[src/rtl/pipe_skid_reg.sv]
// pipe_skid_reg: valid/ready pipeline register stage with an optional skid entry.
//
// Purpose:
//   Passes payloads from an upstream valid/ready interface to a downstream
//   valid/ready interface with one cycle of latency. Payloads leave in the
//   order they were accepted. out_data always comes straight from a flop.
//
//   SKID_EN=1: two entries (output register + skid register). in_ready is a
//              flop, so there is no combinational path from out_ready to in_ready.
//   SKID_EN=0: one entry (output register only). in_ready = !out_valid || out_ready,
//              which is combinational.
//
// Ports:
//   clk        in   rising-edge clock
//   rst        in   synchronous active-high reset
//   flush      in   synchronous kill of all held entries and of the payload offered this cycle
//   in_valid   in   upstream payload valid
//   in_ready   out  stage can accept this cycle
//   in_data    in   upstream payload [DATA_W-1:0]
//   out_valid  out  downstream payload valid
//   out_ready  in   downstream accepts this cycle
//   out_data   out  downstream payload [DATA_W-1:0]
//   occupancy  out  number of held entries, 0..2 (registered)
module pipe_skid_reg #(
  parameter int                DATA_W     = 64,
  parameter logic [DATA_W-1:0] RESET_DATA = '0,
  parameter int                SKID_EN    = 1
) (
  input  logic              clk,
  input  logic              rst,
  input  logic              flush,
  input  logic              in_valid,
  output logic              in_ready,
  input  logic [DATA_W-1:0] in_data,
  output logic              out_valid,
  input  logic              out_ready,
  output logic [DATA_W-1:0] out_data,
  output logic [1:0]        occupancy
);

  logic              out_valid_q, out_valid_d;
  logic [DATA_W-1:0] out_data_q,  out_data_d;
  logic [1:0]        occ_q,       occ_d;

  // Room in the output register this cycle: it is empty or is being drained.
  logic out_free;
  assign out_free = !out_valid_q || out_ready;

  always_ff @(posedge clk) begin
    if (rst) begin
      out_valid_q <= 1'b0;
      out_data_q  <= RESET_DATA;
      occ_q       <= 2'd0;
    end else begin
      out_valid_q <= out_valid_d;
      out_data_q  <= out_data_d;
      occ_q       <= occ_d;
    end
  end

  assign out_valid = out_valid_q;
  assign out_data  = out_data_q;
  assign occupancy = occ_q;

  if (SKID_EN != 0) begin : g_skid
    logic              skid_valid_q, skid_valid_d;
    logic [DATA_W-1:0] skid_data_q,  skid_data_d;
    logic              in_ready_q;
    logic              accept;

    // A payload offered during a flush is dropped, even if in_ready is high.
    assign accept = in_valid && in_ready_q && !flush;

    always_comb begin
      out_valid_d  = out_valid_q;
      out_data_d   = out_data_q;
      skid_valid_d = skid_valid_q;
      skid_data_d  = skid_data_q;

      if (flush) begin
        // Only the valid flags drop; the data flops keep their contents.
        out_valid_d  = 1'b0;
        skid_valid_d = 1'b0;
      end else if (out_free) begin
        if (skid_valid_q) begin
          // in_ready is low whenever the skid entry is full, so no accept
          // can coincide with this refill.
          out_valid_d  = 1'b1;
          out_data_d   = skid_data_q;
          skid_valid_d = 1'b0;
        end else if (accept) begin
          out_valid_d = 1'b1;
          out_data_d  = in_data;
        end else begin
          out_valid_d = 1'b0;
        end
      end else if (accept) begin
        // Output is stalled: park the new payload in the skid entry.
        skid_valid_d = 1'b1;
        skid_data_d  = in_data;
      end
    end

    assign occ_d = {1'b0, out_valid_d} + {1'b0, skid_valid_d};

    always_ff @(posedge clk) begin
      if (rst) begin
        skid_valid_q <= 1'b0;
        skid_data_q  <= RESET_DATA;
        in_ready_q   <= 1'b1;
      end else begin
        skid_valid_q <= skid_valid_d;
        skid_data_q  <= skid_data_d;
        in_ready_q   <= !skid_valid_d;
      end
    end

    assign in_ready = in_ready_q;
  end else begin : g_noskid
    logic accept;

    assign in_ready = out_free;
    assign accept   = in_valid && out_free && !flush;

    always_comb begin
      out_valid_d = out_valid_q;
      out_data_d  = out_data_q;

      if (flush) begin
        out_valid_d = 1'b0;
      end else if (out_free) begin
        if (accept) begin
          out_valid_d = 1'b1;
          out_data_d  = in_data;
        end else begin
          out_valid_d = 1'b0;
        end
      end
    end

    assign occ_d = {1'b0, out_valid_d};
  end

endmodule

[config.mk]
export PLATFORM = sky130hd
export DESIGN_NAME = pipe_skid_reg
export DESIGN_NICKNAME = d
export VERILOG_FILES = /design/src/rtl/pipe_skid_reg.sv
export SDC_FILE = /design/constraint.sdc
export NUM_CORES = 1
export LEC_CHECK = 0
export ABC_AREA = 0
export CAP_MARGIN = 15
export CORE_ASPECT_RATIO = 1.25
export CORE_UTILIZATION = 55
export CTS_CLUSTER_DIAMETER = 80
export DETAILED_ROUTE_END_ITERATION = 7
export GPL_TIMING_DRIVEN = 0
export PLACE_DENSITY = 0.85
export SYNTH_ARGS = -nofsm -noshare
export SYNTH_HDL_FRONTEND = slang
export SYNTH_SLANG_ARGS = --single-unit
[constraint.sdc]
create_clock -name clk -period 3.82 [get_ports clk]
set_input_delay 0.573 -clock clk [delete_from_list [all_inputs] [get_ports clk]]
set_output_delay 0.573 -clock clk [all_outputs]
set_load 0.02 [all_outputs]
# Yosys cells after proc, flatten, opt, wreduce, memory -nomap -nowiden
# Cells that the tools add are included.
# Widths: inputs -> output; s select.
[word_totals]
reg_bits = 133
latch_bits = 0
ramBits = 0
rom_bits = 0
in_bits = 69
memories = 0
[classes]
add_sub_neg = 1
n_mul = 0
div = 0
n_lt_le_gt_ge = 0
n_eq_ne = 0
shifts = 0
mux = 9
bitwise = 2
n_reduce_logical = 9
[op_table]
columns = ["cell", "n"]
rows = [
  ["$mux 64", 2],
  ["$mux 1", 7],
  ["$reduce_and 3->1", 2],
  ["$logic_not 1->1", 3],
  ["$add 1x1->2", 1],
  ["$logic_and 1x1->1", 2],
  ["$not 1->1", 2],
  ["$reduce_bool 2->1", 1],
  ["$logic_or 1x1->1", 1],
]

# Logic depth before layout (Yosys ltp)
# Gate-level depths: netlist of the first run.
[depth]
ltp_word = 7
depth_mapped = 5
depth_no_buf = 4

# Least setup slack after synthesis of the first run
# OpenSTA, ideal clock, no wires.
[synth_timing]
path_type = "in2reg"
start = "in in_valid"
end = "reg occ_q[0], in the netlist occupancy[0]"
setup_ns = 0.114
arrival_ns = 1.547
path_slack_ns = 2.159
cell_stages = 5
path_cell_list = "a21oi_2 clkbuf_1 a21oi_1 ha_1 nor2b_1"
[synth_between]
elab_chain_len = 7
elab_cells_between_ends = 10
cone_classes = "add/sub: 1; mux: 7; reduce/logical: 2"
[synth_rtl]
columns = ["element", "line_no", "rtl"]
rows = [
  ["start: declaration", "32", "input logic in_valid,"],
  ["$logic_and 1x1->1 (2 in a row)", "72", "assign accept = in_valid && in_ready_q && !flush;"],
  ["$mux 1", "91", "end else if (accept) begin"],
  ["$mux 1", "85", "if (skid_valid_q) begin"],
  ["$mux 1", "84", "end else if (out_free) begin"],
  ["$mux 1", "80", "if (flush) begin"],
  ["via out_valid_d", "41", "logic out_valid_q, out_valid_d;"],
  ["$add 1x1->2", "104", "assign occ_d = {1'b0, out_valid_d} + {1'b0, skid_valid_d};"],
  ["via occ_d[0]", "43", "logic [1:0] occ_q, occ_d;"],
  ["end signal: assignment", "53", "occ_q <= 2'd0;"],
  ["end signal: assignment", "57", "occ_q <= occ_d;"],
  ["end: declaration", "43", ""],
]
# The timed path passes the listed nets, and every way through them passes these cells.
# A chain may end at the register's enable or synchronous reset.

# Final worst setup path of the first run
[layout_timing]
start = "in in_valid"
end = "reg out_data_q[2], in the netlist out_data[2]"
[layout_between]
elab_chain_len = 4
[layout_rtl]
columns = ["element", "line_no", "rtl"]
rows = [
  ["$logic_and 1x1->1 (2 in a row)", "72", ""],
  ["$reduce_bool 2->1 (no source line)", "-", ""],
  ["$reduce_and 3->1 (no source line)", "-", ""],
  ["end signal: assignment", "56", "out_data_q <= out_data_d;"],
  ["end: declaration", "42", "logic [DATA_W-1:0] out_data_q, out_data_d;"],
]
# Every way passes these cells.

==> results of run 1 <==
==> cells in the mapped netlist <==
| master | n |
|---|---|
| mux2_1 | 64 |
| clkbuf_1 | 32 |
| buf_6 | 7 |
| nor3_1 | 2 |
| nand2_1 | 1 |
| buf_4 | 8 |
| buf_2 | 12 |
| nand2b_1 | 129 |
| inv_2 | 1 |
| a21oi_2 | 1 |
| nor2b_1 | 4 |
| mux2i_1 | 64 |
| ha_1 | 1 |
| dfxtp_1 | 133 |
| a211oi_2 | 60 |
| a21oi_1 | 1 |
| inv_1 | 64 |
| nor4_1 | 65 |
| or3_1 | 1 |
| buf_1 | 5 |
| a211oi_1 | 4 |
==> final timing paths <==
check | start | endpoint | depth (start not counted)
max | in_valid | out_data[2]$_SDFFE_PP0P_ | 6
min | out_data[47]$_SDFFE_PP0P_ | out_data[47]$_SDFFE_PP0P_ | 2
max reg2reg | g_skid.skid_valid_q$_SDFF_PP0_ | out_data[1]$_SDFFE_PP0P_ | 5
min reg2reg | out_data[47]$_SDFFE_PP0P_ | out_data[47]$_SDFFE_PP0P_ | 2
==> layer usage <==
metal	global-route usage	routed length, um	vias to the layer above
li1	-	-	2584
met4	0.108	433	0
met3	0.0788	899	39
met5	0	0	-
met2	0.476	8590	152
met1	0.325	7100	2575
==> where the power goes <==
part           internal [mW]  leakage [nW]  switching [mW]  total [mW]
Sequential              1.44          1.08          0.0303        1.47
Clock                   1.14         0.302           0.587        1.72
Combinational          0.264          1.65           0.267       0.531
==> registers in the layout, summed over array words and instances (netlist names) <==
register / count
g_skid.skid_data_q: 64
out_data: 64
occupancy: 2
g_skid.skid_valid_q: 1
in_ready: 1
out_valid: 1
==> area by class of cell <==
cell class	instances	area, um2
timing repair buffer	134	1340
tap	161	201
fill	838	2890
inverter	65	244
clock buffer	22	474
multi-input combinational	397	3430
clock inverter	9	150
buffer	64	338
sequential	133	2660
==> logic make-up (layout without fill, tap and decap cells) <==
group / Yosys count / after routing / synth area share
simple gates: 202 / 202 / 0.189
flops: 133 / 133 / 0.399
buf+inv: 129 / 294 / 0.0872
mux: 128 / 128 / 0.204
compound gates: 66 / 66 / 0.119
fa+ha+maj: 1 / 1 / 0.00188
==> stage by stage <==
| step | area [um2] | setup WS [ps] | total power [mW] |
|---|---|---|---|
| floorplan | 6670 | 2160 | 1.79 |
| global placement | 8210 | 1450 | 2.01 |
| detailed placement | 8210 | 1410 | 2.03 |
| CTS | 8840 | 1810 | 3.74 |
| global route | 8840 | 1640 | 3.84 |
| finish | 8840 | 1750 | 3.73 |
==> critical path, delay by kind of cell <==
| kind | cells | cell delay (ps) |
|---|---|---|
| buffers and inverters | 3 | 1170 |
| AO/OA/AOI/OAI | 2 | 470 |
| AND/OR/NAND/NOR | 1 | 180 |
==> results_tabular.tex, run 1 <==
\begin{tabular}{lr}
\hline
Metric & Value \\
\hline
\multicolumn{2}{l}{\textbf{Clock network}} \\
\quad Cell at the root of the clock tree & clkbuf\_16 \\
\quad TritonCTS clock tree & done \\
\quad Worst-skew pair later-pin latency & 410 ps \\
\quad Clock Sink Count & 133 \\
\quad Number of H-tree branching levels & 4 \\
\quad Number of buffers inserted by hold repair at cts & 0 \\
\quad Number of buffers inserted during clock tree synthesis & 17 \\
\quad Number of gates resized after cts & 0 \\
\quad CTS clock-pin slew for the worst setup and hold paths & 60 ps \\
\quad Number of buffers on the longest clock path & 2 \\
\quad Buffers inserted by post-CTS timing repair & 0 \\
\multicolumn{2}{l}{\textbf{Setup path}} \\
\quad Critical Setup Path Class & primary input to register \\
\quad Top fanout value on the critical path & 10 \\
\quad Reg2reg setup slack & 1870 ps \\
\quad CP required & 4150 ps \\
\quad Largest incremental delay on the critical path & about 450 ps \\
\quad CP cell instances & clkdlybuf4s50\_1 > a21oi\_2 > buf\_2 > buf\_1 > nor4\_1 > a211oi\_2 \\
\quad Data arrival time of the critical path & approximately 2400 ps \\
\quad Endpoint type of the worst setup path & register \\
\quad Worst path slowest cell & clkdlybuf4s50\_1 \\
\quad Startpoint type of the worst setup path & primary input \\
\multicolumn{2}{l}{\textbf{Drt}} \\
\quad Final wirelength & 17.0 mm \\
\quad Drt wl/cell & 17.3 um \\
\quad Number of detailed-routing iterations run before antenna repair & 4 \\
\quad Via count of the routed design & 5350 \\
\quad Number of DRC violations after detailed-routing iteration 0 & 235 \\
\quad Antenna viol nets, final & 0 \\
\quad Residual DRC & 0 \\
\quad Mean number of vias per cell & 5.43 \\
\multicolumn{2}{l}{\textbf{Synth}} \\
\quad Yosys top cell area share & 0.399 \\
\quad Net count after synthesis & 729 \\
\quad Post-synthesis instance area & 6670 um2 \\
\quad Synth area leaders & dfxtp\_1 40\%, nand2b\_1 12\%, a211oi\_2 11\%, mux2\_1 11\%, mux2i\_1 9.6\% \\
\quad Gate count of the mapped netlist & roughly 660 \\
\quad Post-synthesis cell type count & 21 \\
\quad Library cell with the largest summed area after synthesis & dfxtp\_1 \\
\quad Mean cell area of the mapped netlist & 10.1 um2 \\
\quad Yosys reg bits & roughly 130 \\
\quad Number of warning messages in the yosys log & 0 \\
\quad Proportion of synthesized chip area in sequential cells & 0.399 \\
\multicolumn{2}{l}{\textbf{Global route}} \\
\quad Largest net degree at the start of global routing & 17 \\
\quad Sum of overflow across all layers after global routing & 0 \\
\quad GRT Total Usage & 0.278 \\
\quad Via count of the first global-routing pass & between 5000 and 6000 \\
\quad Global-route wire length before repair & 27.6 mm \\
\quad Number of antenna violations at the first check in global routing & 0 \\
\multicolumn{2}{l}{\textbf{Placement}} \\
\quad Post-placement cell count & 954 \\
\quad Port-buffer cells & 134 \\
\quad Routability Congestion & 0.813 \\
\quad Half-perimeter wire length after detailed placement & 12.0 mm \\
\multicolumn{2}{l}{\textbf{Timing}} \\
\quad Max Clk Rate & about 480 MHz \\
\quad Final Cycle Share & 0.542 \\
\quad Clock period minus final worst setup slack & 2070 ps \\
\quad Number of endpoints with negative hold slack in the final report & 0 \\
\quad Final slew viol count & 0 \\
\quad Total setup violations reported at the end of the flow & 0 \\
\quad Setup TNS & 0 ps \\
\quad Final Skew & 8.68 ps \\
\quad Relative max-transition margin & 0.516 \\
\quad Slew at the pin with the worst max-slew slack & roughly 730 ps \\
\quad Smallest hold slack & 460 ps \\
\quad RSZ-0062 raised after global routing & false \\
\multicolumn{2}{l}{\textbf{Cells and area}} \\
\quad Final Non-Filler Cells & a little under 1000 \\
\quad Commonest non-fill, non-tap cells in the layout & 134 x clkdlybuf4s50\_1, 133 x dfxtp\_1, 129 x nand2b\_1, 65 x nor4\_1 \\
\quad Area Growth Syn to Fin & 32.5\% \\
\quad Final core occ & 0.754 \\
\quad Diode count & 0 \\
\quad Net count of the finished layout & 882 \\
\quad Proportion of layout cells with a drive suffix above 1 & 0.143 \\
\quad Most common cell after layout, fill and taps aside & clkdlybuf4s50\_1 \\
\multicolumn{2}{l}{\textbf{Floorplanning}} \\
\quad Die area & 12600 um2 \\
\quad Horizontal die dimension & between 100 and 150 um \\
\quad Vert. Die Dim & roughly 130 um \\
\quad Number of cell rows & 44 \\
\quad Initial Utilization & 0.569 \\
\quad Core footprint & 11700 um2 \\
\quad IO Count & 137 \\
\multicolumn{2}{l}{\textbf{Pwr}} \\
\quad Pwr Density & 422 nW/um2 \\
\quad Leakage power & slightly above 3 nW \\
\quad Maximum VDD drop & 0.303 mV \\
\multicolumn{2}{l}{\textbf{Run}} \\
\quad Reported max-cap violation count & 0 \\
\multicolumn{2}{l}{\textbf{Run status}} \\
\quad Run status & finished clean \\
\multicolumn{2}{l}{\textbf{Worst hold path}} \\
\quad Min-delay worst type & register to register \\
\hline
\end{tabular}
No activity file was read; power rests on OpenSTA's default activity.
==> run 2, diff against run 1 <==
--- a/config.mk
+++ b/config.mk
@@ -8,11 +8,11 @@
 export ABC_AREA = 0
 export CAP_MARGIN = 15
 export CORE_ASPECT_RATIO = 1.25
-export CORE_UTILIZATION = 55
+export CORE_UTILIZATION = 52
 export CTS_CLUSTER_DIAMETER = 80
 export DETAILED_ROUTE_END_ITERATION = 7
 export GPL_TIMING_DRIVEN = 0
-export PLACE_DENSITY = 0.85
+export PLACE_DENSITY = 0.81
 export SYNTH_ARGS = -nofsm -noshare
 export SYNTH_HDL_FRONTEND = slang
 export SYNTH_SLANG_ARGS = --single-unit
==> constraint.sdc (replaced) <==
create_clock -name clk -period 1.95 [get_ports clk]
set_input_delay 0.2925 -clock clk [delete_from_list [all_inputs] [get_ports clk]]
set_output_delay 0.2925 -clock clk [all_outputs]
set_load 0.02 [all_outputs]
==> results_tabular.tex, run 2 (same netlist as run 1, synthesis figures left out) <==
\begin{tabular}{lr}
\hline
Metric & Value \\
\hline
\multicolumn{2}{l}{\textbf{Cells and area}} \\
\quad Area of the multi-input gates & 3430 um2 (about the same) \\
\quad Commonest non-fill, non-tap cells in the layout & 134 x clkdlybuf4s50\_1, 133 x dfxtp\_1, 129 x nand2b\_1 (was 134 x clkdlybuf4s50\_1, 133 x dfxtp\_1, 129 x nand2b\_1, 65 x nor4\_1) \\
\quad Final Non-Filler Cells & 986 (was 985) \\
\quad Area Growth Syn to Fin & 31.4\% (was 32.5\%) \\
\quad Proportion of layout cells with a drive suffix above 1 & 0.141 (was 0.143) \\
\quad Diode count & 0 (unchanged) \\
\quad Final core occ & 0.711 (was 0.754) \\
\quad Filler Cells Inserted & 933 (was 838) \\
\quad Most common cell after layout, fill and taps aside & clkdlybuf4s50\_1 (unchanged) \\
\quad Area of all placed cells without fillers & 8770 um2 (was 8840 um2) \\
\quad Reg area & 2660 um2 (unchanged) \\
\quad Net count of the finished layout & 882 (unchanged) \\
\multicolumn{2}{l}{\textbf{Clock network}} \\
\quad Buffers inserted by post-CTS timing repair & 0 (unchanged) \\
\quad CTS clock-pin slew for the worst setup and hold paths & 50 ps (was 60 ps) \\
\quad Number of buffers on the longest clock path & 2 (unchanged) \\
\quad Number of buffers inserted by hold repair at cts & 0 (unchanged) \\
\quad TritonCTS clock tree & done (unchanged) \\
\quad Number of H-tree branching levels & 4 (unchanged) \\
\quad Clock Sink Count & 133 (unchanged) \\
\quad Worst-skew pair later-pin latency & 410 ps (about the same) \\
\quad Cell at the root of the clock tree & clkbuf\_16 (unchanged) \\
\quad Number of gates resized after cts & 0 (unchanged) \\
\quad Number of buffers inserted during clock tree synthesis & 17 (unchanged) \\
\multicolumn{2}{l}{\textbf{Placement}} \\
\quad Post-Place Cell Area & 8220 um2 (was 8210 um2) \\
\quad Routability Congestion & 0.829 (was 0.813) \\
\quad Half-perimeter wire length after detailed placement & 12.1 mm (was 12.0 mm) \\
\quad Post-placement cell count & 957 (was 954) \\
\quad Port-buffer cells & 134 (unchanged) \\
\multicolumn{2}{l}{\textbf{Run status}} \\
\quad Run status & finished clean (unchanged) \\
\multicolumn{2}{l}{\textbf{Pwr}} \\
\quad Leakage power & 3.00 nW (was 3.03 nW) \\
\quad Maximum VDD drop & 0.492 mV (was 0.303 mV) \\
\quad Total power & 6.90 mW (was 3.73 mW) \\
\quad Pwr Density & 787 nW/um2 (was 422 nW/um2) \\
\multicolumn{2}{l}{\textbf{Timing}} \\
\quad Final slew viol count & 0 (unchanged) \\
\quad Number of endpoints with negative hold slack in the final report & 0 (unchanged) \\
\quad Slew at the pin with the worst max-slew slack & 717 ps (was 726 ps) \\
\quad Final Cycle Share & 0.932 \\
\quad Max Clk Rate & $\sim$550 MHz \\
\quad Relative max-transition margin & 0.522 (was 0.516) \\
\quad Total setup violations reported at the end of the flow & 0 (unchanged) \\
\quad RSZ-0062 raised after global routing & false (unchanged) \\
\quad Final Skew & 9.18 ps (was 8.68 ps) \\
\quad Clock period minus final worst setup slack & between 1500 and 2000 ps \\
\multicolumn{2}{l}{\textbf{Drt}} \\
\quad Number of DRC violations after detailed-routing iteration 0 & 278 (was 235) \\
\quad Mean number of vias per cell & 5.39 (was 5.43) \\
\quad Antenna viol nets, final & 0 (unchanged) \\
\quad Drt wl/cell & 16.9 um (was 17.3 um) \\
\quad Final wirelength & 16.7 mm (was 17.0 mm) \\
\quad Number of detailed-routing iterations run before antenna repair & 5 (was 4) \\
\quad Via count of the routed design & 5318 (was 5350) \\
\quad Residual DRC & 0 (unchanged) \\
\multicolumn{2}{l}{\textbf{Floorplanning}} \\
\quad Horizontal die dimension & 103 um (was 101 um) \\
\quad Core footprint & 12300 um2 (was 11700 um2) \\
\quad Initial Utilization & 0.541 (was 0.569) \\
\quad IO Count & 137 (unchanged) \\
\quad Vert. Die Dim & 129 um (was 125 um) \\
\quad Number of cell rows & 45 (was 44) \\
\quad Die area & 13300 um2 (was 12600 um2) \\
\multicolumn{2}{l}{\textbf{Global route}} \\
\quad Largest net degree at the start of global routing & 17 (unchanged) \\
\quad Global-route wire length before repair & 26.9 mm (was 27.6 mm) \\
\quad Sum of overflow across all layers after global routing & 0 (unchanged) \\
\quad GRT Total Usage & 0.263 (was 0.278) \\
\quad Number of antenna violations at the first check in global routing & 0 (unchanged) \\
\quad Via count of the first global-routing pass & 5586 (was 5697) \\
\multicolumn{2}{l}{\textbf{Setup path}} \\
\quad CP required & 2280 ps (was 4150 ps) \\
\quad Startpoint type of the worst setup path & primary input (unchanged) \\
\quad Top fanout value on the critical path & 10 (unchanged) \\
\quad Data arrival time of the critical path & 2140 ps (was 2400 ps) \\
\quad Critical Setup Path Class & primary input to register (unchanged) \\
\quad Endpoint type of the worst setup path & register (unchanged) \\
\multicolumn{2}{l}{\textbf{Run}} \\
\quad Reported max-cap violation count & 0 (unchanged) \\
\multicolumn{2}{l}{\textbf{Worst hold path}} \\
\quad Min-delay worst type & primary input to register (was register to register) \\
\hline
\end{tabular}
==> run 2: cell types whose count changed in the layout (fill, tap and decap cells not counted) <==
cell / delta
clkinv_2: +1
bufinv_16: -3
clkinvlp_4: -2
clkbuf_1: +1
nor4_1: -1
nor4_2: +1
clkbuf_8: +1
==> run 2: where the power goes <==
part / internal, mW / switching, mW / total, mW
Sequential: 2.83 / 0.0584 / 2.89
Clock: 1.86 / 1.11 / 2.97
Combinational: 0.517 / 0.522 / 1.04
Total: 5.20 / 1.69 / 6.90
==> run 2: worst max-delay path: stages <==
cell and delay [ps]:
clkdlybuf4s50_1 450, a21oi_2 270, buf_2 310, buf_1 460, nor4_1 160, a211oi_2 210
==> run 2: worst paths after layout <==
kind	from	to	slack (ps)	cells past startpoint
setup / recovery	in_valid	out_data[1]$_SDFFE_PP0P_	130	6
hold / removal	rst	g_skid.skid_data_q[0]$_SDFFE_PP0P_	360	3
setup reg to reg	in_ready$_SDFF_PP1_	out_data[1]$_SDFFE_PP0P_	150	5
hold reg to reg	out_data[10]$_SDFFE_PP0P_	out_data[10]$_SDFFE_PP0P_	460	2
==> run 2: area by class of cell <==
class | instances | area share
Clock inverter | 5 | 0.00571
Multi-Input combinational cell | 397 | 0.392
Timing Repair Buffer | 134 | 0.153
Sequential cell | 133 | 0.304
Clock buffer | 24 | 0.0561
Tap cell | 164 | 0.0234
Inverter | 65 | 0.0278
Buffer | 64 | 0.0385
==> run 2: metal layers <==
layer / routed length, um / share of wire / GRT usage / vias up
li1: - / - / - / 2592
met1: 7130 / 0.43 / 0.310 / 2563
met2: 8460 / 0.51 / 0.462 / 143
met3: 839 / 0.050 / 0.0603 / 20
met4: 265 / 0.016 / 0.0936 / 0
met5: 0 / 0 / 0 / -
==> run 2: through the flow <==
stage	worst slack, ps	TNS, ps	hold WS (ps)
2_1_floorplan	461	0	446
3_3_place_gp	-173	-4210	447
3_5_place_dp	-254	-6440	453
4_1_cts	104	0	333
5_1_grt	10.2	0	362
6_report	133	0	363
